`src/rtl/bnn_pkg.sv`:
```
// Shared types and helpers for the binary-neuron layer engine.
package bnn_pkg;

    typedef enum logic [1:0] {
        ST_CFG  = 2'd0,
        ST_IDLE = 2'd1,
        ST_ACC  = 2'd2,
        ST_OUT  = 2'd3
    } state_t;

    localparam int MIN_PW        = 1;
    localparam int MIN_IN_WORDS  = 1;
    localparam int MIN_N_NEURONS = 1;

    // Bits needed to hold a popcount of a pw-bit word (0..pw inclusive).
    function automatic int popcnt_w(input int pw);
        return $clog2(pw + 1);
    endfunction

    // THRESH_W must fit in a config word and hold the full-vector popcount.
    function automatic bit params_legal(input int pw, input int thresh_w,
                                        input int in_words, input int n_neurons);
        return (pw >= MIN_PW) && (in_words >= MIN_IN_WORDS) &&
               (n_neurons >= MIN_N_NEURONS) && (thresh_w <= pw) &&
               (thresh_w >= $clog2(in_words * pw + 1));
    endfunction

endpackage

```
`src/rtl/bnn_xnor_popcount.sv`:
```
// One combinational XNOR-popcount lane: counts bit positions where x and w agree.
module bnn_xnor_popcount
    import bnn_pkg::*;
#(
    parameter int PW = 16
) (
    input  logic [PW-1:0]            x_i,
    input  logic [PW-1:0]            w_i,
    output logic [$clog2(PW+1)-1:0]  pc_o
);

    localparam int PCW = popcnt_w(PW);

    logic [PW-1:0] match;

    assign match = ~(x_i ^ w_i);

    always_comb begin
        pc_o = '0;
        for (int i = 0; i < PW; i++) begin
            pc_o = pc_o + PCW'(match[i]);
        end
    end

endmodule

```
`src/rtl/bnn_neuron_array.sv`:
```
// N_NEURONS parallel XNOR-popcount neurons sharing one input-vector stream.
// Optional macro POPCOUNT_OUT_EN exposes the registered per-neuron popcounts.
module bnn_neuron_array
    import bnn_pkg::*;
#(
    parameter int PW        = 16,
    parameter int THRESH_W  = 16,
    parameter int N_NEURONS = 8,
    parameter int IN_WORDS  = 4
) (
    input  logic                          clk,
    input  logic                          rst_n,
    input  logic                          cfg_start,
    input  logic                          cfg_valid,
    output logic                          cfg_ready,
    input  logic [PW-1:0]                 cfg_data,
    output logic                          cfg_done,
    input  logic                          x_valid,
    output logic                          x_ready,
    input  logic [PW-1:0]                 x_data,
    input  logic                          x_last,
    output logic                          y_valid,
    input  logic                          y_ready,
    output logic [N_NEURONS-1:0]          y_data,
`ifdef POPCOUNT_OUT_EN
    output logic [N_NEURONS*THRESH_W-1:0] popcount_out,
`endif
    output logic                          len_err
);

    localparam int PCW = popcnt_w(PW);
    localparam int KW  = (IN_WORDS > 1) ? $clog2(IN_WORDS) : 1;
    localparam int CKW = $clog2(IN_WORDS + 1);
    localparam int NW  = (N_NEURONS > 1) ? $clog2(N_NEURONS) : 1;

    localparam logic [KW-1:0]  K_LAST = KW'(IN_WORDS - 1);
    localparam logic [CKW-1:0] CK_THR = CKW'(IN_WORDS);
    localparam logic [NW-1:0]  N_LAST = NW'(N_NEURONS - 1);

    if (!params_legal(PW, THRESH_W, IN_WORDS, N_NEURONS)) begin : g_bad_params
        $error("bnn_neuron_array: illegal PW/THRESH_W/IN_WORDS/N_NEURONS combination");
    end

    state_t                 state_q, state_d;
    logic [KW-1:0]          k_q, k_d;
    logic [THRESH_W-1:0]    acc_q [N_NEURONS];
    logic [THRESH_W-1:0]    acc_d [N_NEURONS];
    logic [N_NEURONS-1:0]   y_q, y_d;
    logic                   len_err_q, len_err_d;
    logic                   cfg_done_q, cfg_done_d;
    logic [NW-1:0]          cfg_n_q, cfg_n_d;
    logic [CKW-1:0]         cfg_k_q, cfg_k_d;
`ifdef POPCOUNT_OUT_EN
    logic [N_NEURONS*THRESH_W-1:0] pc_q, pc_d;
`endif

    logic [PW-1:0]          w_q      [N_NEURONS][IN_WORDS];
    logic [THRESH_W-1:0]    thresh_q [N_NEURONS];
    logic [PCW-1:0]         lane_pc  [N_NEURONS];
    logic [THRESH_W-1:0]    sum      [N_NEURONS];
    logic                   cfg_beat;

    // cfg_start wins over a coincident config beat, so that beat is dropped.
    assign cfg_beat = cfg_valid && (state_q == ST_CFG) && !cfg_start;

    for (genvar n = 0; n < N_NEURONS; n++) begin : g_lane
        bnn_xnor_popcount #(.PW(PW)) u_lane (
            .x_i  (x_data),
            .w_i  (w_q[n][k_q]),
            .pc_o (lane_pc[n])
        );
        assign sum[n] = acc_q[n] + THRESH_W'(lane_pc[n]);
    end

    always_ff @(posedge clk) begin
        if (cfg_beat) begin
            for (int n = 0; n < N_NEURONS; n++) begin
                for (int k = 0; k < IN_WORDS; k++) begin
                    if (cfg_n_q == NW'(n) && cfg_k_q == CKW'(k)) begin
                        w_q[n][k] <= cfg_data;
                    end
                end
                if (cfg_n_q == NW'(n) && cfg_k_q == CK_THR) begin
                    thresh_q[n] <= cfg_data[THRESH_W-1:0];
                end
            end
        end
    end

    always_comb begin
        state_d    = state_q;
        k_d        = k_q;
        y_d        = y_q;
        len_err_d  = len_err_q;
        cfg_done_d = cfg_done_q;
        cfg_n_d    = cfg_n_q;
        cfg_k_d    = cfg_k_q;
        for (int n = 0; n < N_NEURONS; n++) acc_d[n] = acc_q[n];
`ifdef POPCOUNT_OUT_EN
        pc_d       = pc_q;
`endif
        case (state_q)
            ST_CFG: begin
                if (cfg_start) begin
                    cfg_n_d    = '0;
                    cfg_k_d    = '0;
                    cfg_done_d = 1'b0;
                    len_err_d  = 1'b0;
                end else if (cfg_valid) begin
                    if (cfg_k_q == CK_THR) begin
                        cfg_k_d = '0;
                        if (cfg_n_q == N_LAST) begin
                            cfg_n_d    = '0;
                            cfg_done_d = 1'b1;
                            state_d    = ST_IDLE;
                        end else begin
                            cfg_n_d = cfg_n_q + 1'b1;
                        end
                    end else begin
                        cfg_k_d = cfg_k_q + 1'b1;
                    end
                end
            end
            ST_IDLE, ST_ACC: begin
                if (cfg_start && state_q == ST_IDLE) begin
                    cfg_n_d    = '0;
                    cfg_k_d    = '0;
                    cfg_done_d = 1'b0;
                    len_err_d  = 1'b0;
                    k_d        = '0;
                    for (int n = 0; n < N_NEURONS; n++) acc_d[n] = '0;
                    state_d    = ST_CFG;
                end else if (x_valid) begin
                    if (k_q == K_LAST) begin
                        for (int n = 0; n < N_NEURONS; n++) begin
                            y_d[n]   = (sum[n] >= thresh_q[n]);
                            acc_d[n] = '0;
`ifdef POPCOUNT_OUT_EN
                            pc_d[n*THRESH_W +: THRESH_W] = sum[n];
`endif
                        end
                        k_d     = '0;
                        state_d = ST_OUT;
                        if (!x_last) len_err_d = 1'b1;
                    end else if (x_last) begin
                        // Short vector: drop it without producing an output.
                        for (int n = 0; n < N_NEURONS; n++) acc_d[n] = '0;
                        k_d       = '0;
                        len_err_d = 1'b1;
                        state_d   = ST_IDLE;
                    end else begin
                        for (int n = 0; n < N_NEURONS; n++) acc_d[n] = sum[n];
                        k_d     = k_q + 1'b1;
                        state_d = ST_ACC;
                    end
                end
            end
            ST_OUT: begin
                if (y_ready) state_d = ST_IDLE;
            end
            default: state_d = ST_CFG;
        endcase
    end

    always_ff @(posedge clk or negedge rst_n) begin
        if (!rst_n) begin
            state_q    <= ST_CFG;
            k_q        <= '0;
            y_q        <= '0;
            len_err_q  <= 1'b0;
            cfg_done_q <= 1'b0;
            cfg_n_q    <= '0;
            cfg_k_q    <= '0;
            for (int n = 0; n < N_NEURONS; n++) acc_q[n] <= '0;
`ifdef POPCOUNT_OUT_EN
            pc_q       <= '0;
`endif
        end else begin
            state_q    <= state_d;
            k_q        <= k_d;
            y_q        <= y_d;
            len_err_q  <= len_err_d;
            cfg_done_q <= cfg_done_d;
            cfg_n_q    <= cfg_n_d;
            cfg_k_q    <= cfg_k_d;
            for (int n = 0; n < N_NEURONS; n++) acc_q[n] <= acc_d[n];
`ifdef POPCOUNT_OUT_EN
            pc_q       <= pc_d;
`endif
        end
    end

    // Handshakes are pure decodes of the registered state.
    assign cfg_ready = (state_q == ST_CFG);
    assign x_ready   = (state_q == ST_IDLE) || (state_q == ST_ACC);
    assign y_valid   = (state_q == ST_OUT);
    assign y_data    = y_q;
    assign cfg_done  = cfg_done_q;
    assign len_err   = len_err_q;
`ifdef POPCOUNT_OUT_EN
    assign popcount_out = pc_q;
`endif

endmodule
```
`config.mk`:
```
export PLATFORM = sky130hd
export DESIGN_NAME = bnn_neuron_array
export DESIGN_NICKNAME = d
export VERILOG_FILES = /design/src/rtl/bnn_pkg.sv /design/src/rtl/bnn_xnor_popcount.sv /design/src/rtl/bnn_neuron_array.sv
export SDC_FILE = /design/constraint.sdc
export NUM_CORES = 1
export LEC_CHECK = 0
export CORE_MARGIN = 2
export CORE_UTILIZATION = 40
export DETAILED_ROUTE_END_ITERATION = 10
export DONT_BUFFER_PORTS = 1
export PLACE_DENSITY_LB_ADDON = 0.1
export SETUP_SLACK_MARGIN = 0.15
export SYNTH_ARGS = -nofsm -noshare
export SYNTH_HDL_FRONTEND = slang
export SYNTH_SLANG_ARGS = --single-unit
```
`constraint.sdc`:
```
create_clock -name clk -period 14 [get_ports clk]
set_clock_uncertainty 0.05 [all_clocks]
set_input_delay 2.1 -clock clk [delete_from_list [all_inputs] [get_ports clk]]
set_output_delay 2.1 -clock clk [all_outputs]
set_load 0.02 [all_outputs]
```
==> impl_metrics.tcl, run 1 <==
set metrics [dict create \
    ctsLongestPathBuffers 3 \
    cts_htree_levels 3 \
    die-height_um 319 \
    grt_pass1_wl_um 153000 \
    fmax_ghz 0.109 \
    worst-path-buf-inv 3 \
    synthesis.area_um2 39700 \
    ys_seq_elements 788 \
    place_congestion 0.799 \
    cpPeakStageDelay_ns 0.76 \
    cpMaxStageDelayCell "dfrtp_4" \
    status "completed" \
    antenna_found_initial 9 \
    first_pass_iters 6 \
    critPathLaunchType "register" \
    clkTransAtPathRegs_ns 0.06 \
    ant_nets 0 \
    tightest_slew_ns 1.11 \
    crit_chain "buf_4, buf_4, mux4_2, xnor2_1, ha_1, inv_1, fa_1, fa_1, fa_1, fa_1, fa_1, fa_1, xnor2_1, ha_1, a21oi_1, o21ai_1, nand2_1, xnor2_1, ha_1, o2111ai_1, nor2_1, a221o_1, a2111oi_0, o41ai_1" \
    crit_arrival_ns 9.64 \
    cts-buffers-inserted 91 \
    grt_util_met1_pct 28.4 \
    dpl_cell_area_um2 41100 \
    rr_worst_depth 24 \
    cts_root_buffer "clkbuf_16" \
    layout-area-overhead-vs-synth_pct 11.3 \
    die-area_um2 102000 \
    cp_max_fo 42 \
    holdBufCountCts 0 \
    use_met2_pct 32.4 \
    grt_usage_pct 20.4 \
    cts_tree "done" \
    rsz0062_at_grt "false" \
    cts_sinks 788 \
    async_flop_share_pct 18.8 \
    start_util_pct 40.4 \
    grt_busiest_layer "met2" \
    synthCells 2741 \
    cts_setup_buffers 0 \
    fin_setup_tns_ns 0 \
    yosysSeqAreaShare_pct 57.8 \
    endpoint_kind "register" \
    hold_violations 0 \
    met3_usage_pct 4.17 \
    finalCritPeriodShare_pct 65.5 \
    place_hpwl_um 60900 \
    grt_max_degree 149 \
    hp-class "register to register" \
    vias 22800 \
    synth_edf_count 640 \
    grt_pass1_vias 23500 \
    clk-insertion-delay-late_ns 0.67 \
    final_area_um2 44100 \
    nets 3128 \
    period_minus_slack_ns 9.18 \
    synth_ff_type "edfxtp_1" \
    syn-mean-instance-area_um2 14.5 \
    slew_headroom_pct 25.9 \
    drive_gt1_share_pct 12.7 \
    setup_violations 0 \
    yosysUniqueCellTypes 77 \
    core_area_um2 98300 \
    syn-num-nets 3106 \
    yosys_warnings 0 \
    avgViaCountPerCell 5.53 \
    row_count 115 \
    initialDrtViolationCount 1945 \
    io_buffer_count 0 \
    wl_per_cell_um 24.9 \
    die_w_um 319 \
    drc_errors 0 \
    maxCapViolCount 0 \
    path_common_cell "fa_1" \
    wirelength_um 103000 \
    setup.worst_path.class "register to register" \
    worstPathRequired_ns 14.46 \
    hold_path_depth 2 \
    cts_resized 0 \
    drv_slew 0 \
    ios 52 \
    cp.depth 24 \
    crit_family "adder cells" \
    overflow 0 \
]
-- final cells by class --
type	instances	area, um^2
Antenna cell	2	5.00
Fill cell	8703	54200
Sequential cell	788	22900
Multi-Input combinational cell	1574	15200
Inverter	259	972
Clock buffer	116	2400
Timing Repair Buffer	49	380
Tap cell	1287	1610
Clock inverter	52	604
-- state kept, by name, indices dropped and copies added (netlist names) --
signal and cells:
w_q 512, acc_q 128, thresh_q 128, y_data 8, cfg_k_q 3, cfg_n_q 3, k_q 2, state_q 2
cfg_done 1, len_err 1
-- cells in the mapped netlist, drive strengths merged, types with 8 or more instances --
cell type | number | area (um^2)
a211oi | 10 | 75.1
a22o | 41 | 359
fa | 88 | 1760
edfxtp | 640 | 19200
o21a | 14 | 105
nand3 | 41 | 205
and2 | 13 | 81.3
a31o | 11 | 96.3
nand2b | 10 | 62.6
o31ai | 9 | 67.6
xor2 | 103 | 902
buf | 83 | 439
clkbuf | 37 | 140
a21oi | 74 | 370
and4 | 10 | 97.6
xnor2 | 154 | 1350
a21o | 47 | 353
and3 | 15 | 93.8
o41ai | 13 | 114
o2111ai | 10 | 87.6
dfrtp | 148 | 3700
o21ai | 88 | 448
nor2b | 23 | 144
nand4 | 21 | 153
nor2 | 93 | 349
ha | 238 | 2980
a2111oi | 8 | 126
a31oi | 77 | 482
nor3 | 25 | 130
mux4 | 128 | 2880
a41oi | 19 | 166
inv | 259 | 972
nand2 | 115 | 457
-- per-stage QoR --
step | util [%] | hold slack (ns) | std cells | worst slack (ns)
finish | 44.9 | 0.441 | 4127 | 4.82
global route | 44.9 | 0.469 | 4125 | 4.28
CTS | 44.9 | 0.444 | 4125 | 4.80
detailed placement | 41.8 | 0.431 | 3957 | 4.81
global placement | 41.8 | 0.422 | 3957 | 4.85
floorplan | - | 0.406 | 2741 | 5.35
-- per-layer routing --
layer | vias up | wire, um | part of all wire (%)
li1 | 10300 | - | -
met1 | 11900 | 46500 | 45
met2 | 589 | 47700 | 46
met3 | 131 | 6190 | 6.0
met4 | 0 | 2440 | 2.4
met5 | - | 0 | 0
-- worst reg2reg max path, stage by stage, from the launching register on --
cell,delay (ns)
dfrtp_4,0.76
buf_4,0.60
buf_4,0.68
mux4_2,0.47
xnor2_1,0.15
ha_1,0.28
inv_1,0.05
fa_1,0.50
fa_1,0.52
fa_1,0.53
fa_1,0.52
fa_1,0.58
fa_1,0.45
xnor2_1,0.17
ha_1,0.31
a21oi_1,0.09
o21ai_1,0.52
nand2_1,0.19
xnor2_1,0.21
ha_1,0.29
o2111ai_1,0.10
nor2_1,0.07
a221o_1,0.35
a2111oi_0,0.49
o41ai_1,0.11
-- layout by cell type (no fill, tap or decap), types with 40 or more instances in the layout --
| master | n |
|---|---|
| a21o_1 | 47 |
| a21oi_1 | 74 |
| a22o_1 | 41 |
| a31oi_1 | 77 |
| buf_4 | 48 |
| clkbuf_16 | 91 |
| dfrtp_1 | 146 |
| edfxtp_1 | 640 |
| fa_1 | 88 |
| ha_1 | 238 |
| inv_1 | 259 |
| mux4_2 | 128 |
| nand2_1 | 109 |
| nand3_1 | 40 |
| nor2_1 | 90 |
| o21ai_0 | 71 |
| xnor2_1 | 154 |
| xor2_1 | 103 |
-- cell families (layout without fill, tap and decap cells) --
logic type,after synthesis,count (layout),synth area share [%]
compound gates,467,467,8.22
mux,132,132,7.39
simple gates,392,392,5.05
flops,788,788,57.8
other cells,0,2,0
xor+xnor,257,257,5.68
fa+ha+maj,326,326,12.0
buf+inv,379,476,3.91
-- worst paths after layout --
check / startpoint / end / slack (ns)
worst min-delay path: acc_q[48] / acc_q[48] / 0.44
worst max-delay path: k_q[1] / y_data[5] / 4.82
worst min register to register: acc_q[48] / acc_q[48] / 0.44
worst max register to register: k_q[1] / y_data[5] / 4.82
max in group asynchronous: rst_n / k_q[1] / 12.40
min in group asynchronous: rst_n / acc_q[27] / 1.11
Power of run 1 is not shown: default switching activity piles up to over one toggle a cycle in this logic, so the estimate is an artifact.
==> inputs of run 2 (changes only) <==
clock period = 9.3 ns   (was 14 ns; I/O delays follow)
==> impl_metrics.tcl, run 2 (synthesis gave the netlist of run 1 again) <==
set metrics [dict create \
    reg.largest.list "w_q x512, acc_q x128, thresh_q x128" \
    grt_max_degree 149 \
    grt_usage_pct 20.3 \
    core_area_um2 98300 \
    nets 3140 \
    die-height_um 319 \
    drc_errors 0 \
    ctsLongestPathBuffers 3 \
    maxCapViolCount 0 \
    cts-buffers-inserted 91 \
    status "completed" \
    overflow 0 \
    crit_family "adder cells" \
    cts_sinks 788 \
    rsz0062_at_grt "false" \
    row_count 115 \
    largest_reg_flops 512 \
    cp.depth 22 \
    largest_register "w_q" \
    use_met2_pct 32.7 \
    path_common_cell "fa_1" \
    grt_busiest_layer "met2" \
    cts_root_buffer "clkbuf_16" \
    first_pass_iters 5 \
    io_buffer_count 0 \
    n_fill_cell 8753 \
    wirelength_um 103000 \
    place_hpwl_um 60800 \
    layout-area-overhead-vs-synth_pct 11.1 \
    crit_arrival_ns 8.96 \
    cts_tree "done" \
    setup.worst_path.class "register to register" \
    ant_nets 0 \
    cts_resized 0 \
    die-area_um2 102000 \
    endpoint_kind "register" \
    start_util_pct 40.4 \
    vias 22800 \
    worst-path-buf-inv 1 \
    initialDrtViolationCount 2027 \
    slew_headroom_pct 25.8 \
    mostFrequentLayoutCell "edfxtp_1" \
    setup_violations 0 \
    hp-class "primary input to asynchronous set/reset pin" \
    die_w_um 319 \
    wl_per_cell_um 24.8 \
    fin_setup_tns_ns 0 \
    worstPathRequired_ns 9.73 \
    fmax_ghz 0.117 \
    grt_pass1_vias 23700 \
    hold_violations 0 \
    avgViaCountPerCell 5.51 \
    grt_util_met1_pct 28.4 \
    crit_chain "buf_4, mux4_2, xor2_1, fa_1, fa_1, fa_1, fa_1, fa_1, fa_1, xnor2_1, ha_1, a21oi_1, nand2_1, a31oi_1, nor2_1, xor2_1, ha_1, o2111ai_1, nor2_1, a221o_1, a2111oi_0, o41ai_1" \
    clkTransAtPathRegs_ns 0.06 \
    met3_usage_pct 3.61 \
    holdBufCountCts 0 \
    drive_gt1_share_pct 13.1 \
    clk-insertion-delay-late_ns 0.65 \
    place_congestion 0.785 \
    mostFrequentLayoutCells "edfxtp_1, inv_1, ha_1" \
    ios 52 \
    cpPeakStageDelay_ns 0.91 \
    cpMaxStageDelayCell "dfrtp_4" \
    critPathLaunchType "register" \
    tightest_slew_ns 1.11 \
    grt_pass1_wl_um 152000 \
    antenna_found_initial 11 \
    finalCritPeriodShare_pct 91.7 \
    rr_worst_depth 22 \
    drv_slew 0 \
    period_minus_slack_ns 8.53 \
    cts_setup_buffers 0 \
    cts_htree_levels 3 \
    cp_max_fo 35 \
]
[run 2: per-layer routing]
| metal | wire length [um] | up-vias |
|---|---|---|
| met5 | 0 | - |
| li1 | - | 10300 |
| met3 | 5980 | 139 |
| met4 | 2330 | 0 |
| met1 | 46700 | 11800 |
| met2 | 47700 | 561 |
[run 2: worst paths after layout]
kind                                start   endpoint  slack, ns
worst max-delay path               k_q[0]  y_data[2]       0.77
worst min-delay path                rst_n  y_data[6]       0.41
worst max register to register     k_q[0]  y_data[2]       0.77
worst min register to register  acc_q[48]  acc_q[48]       0.44
max in group asynchronous           rst_n  acc_q[82]       8.44
min in group clk                acc_q[48]  acc_q[48]       0.44
[run 2: layout make-up]
class / count / area, um^2 / share of cell area, %
multi-input cells: 1574 / 15200 / 34.5
clock buffers: 118 / 2440 / 5.53
clock inverters: 50 / 405 / 0.920
inverters: 259 / 972 / 2.21
flip-flops and latches: 788 / 22900 / 52.0
diodes: 2 / 5.00 / 0.0114
repair buffers: 61 / 483 / 1.10
well taps: 1287 / 1610 / 3.65
[run 2: stage by stage]
| step | hold WS (ns) | setup WS, ns | instances | area (um^2) | util [%] |
|---|---|---|---|---|---|
| detailed placement | 0.432 | 0.790 | 3969 | 41200 | 41.9 |
| global placement | 0.420 | 0.909 | 3969 | 41200 | 41.9 |
| global route | 0.382 | 0.249 | 4137 | 44100 | 44.8 |
| finish | 0.408 | 0.774 | 4139 | 44100 | 44.8 |
| floorplan | 0.406 | 1.36 | 2741 | 39700 | - |
| CTS | 0.355 | 0.768 | 4137 | 44100 | 44.8 |
[run 2: worst register-to-register path, cell delays in order, from the launching register on]
cell       delay, ns
dfrtp_4         0.91
buf_4           0.44
mux4_2          0.55
xor2_1          0.17
fa_1            0.50
fa_1            0.55
fa_1            0.54
fa_1            0.53
fa_1            0.48
fa_1            0.43
xnor2_1         0.31
ha_1            0.32
a21oi_1         0.13
nand2_1         0.19
a31oi_1         0.60
nor2_1          0.11
xor2_1          0.18
ha_1            0.30
o2111ai_1       0.09
nor2_1          0.08
a221o_1         0.35
a2111oi_0       0.44
o41ai_1         0.11
Power of run 2 is left out for the same reason.
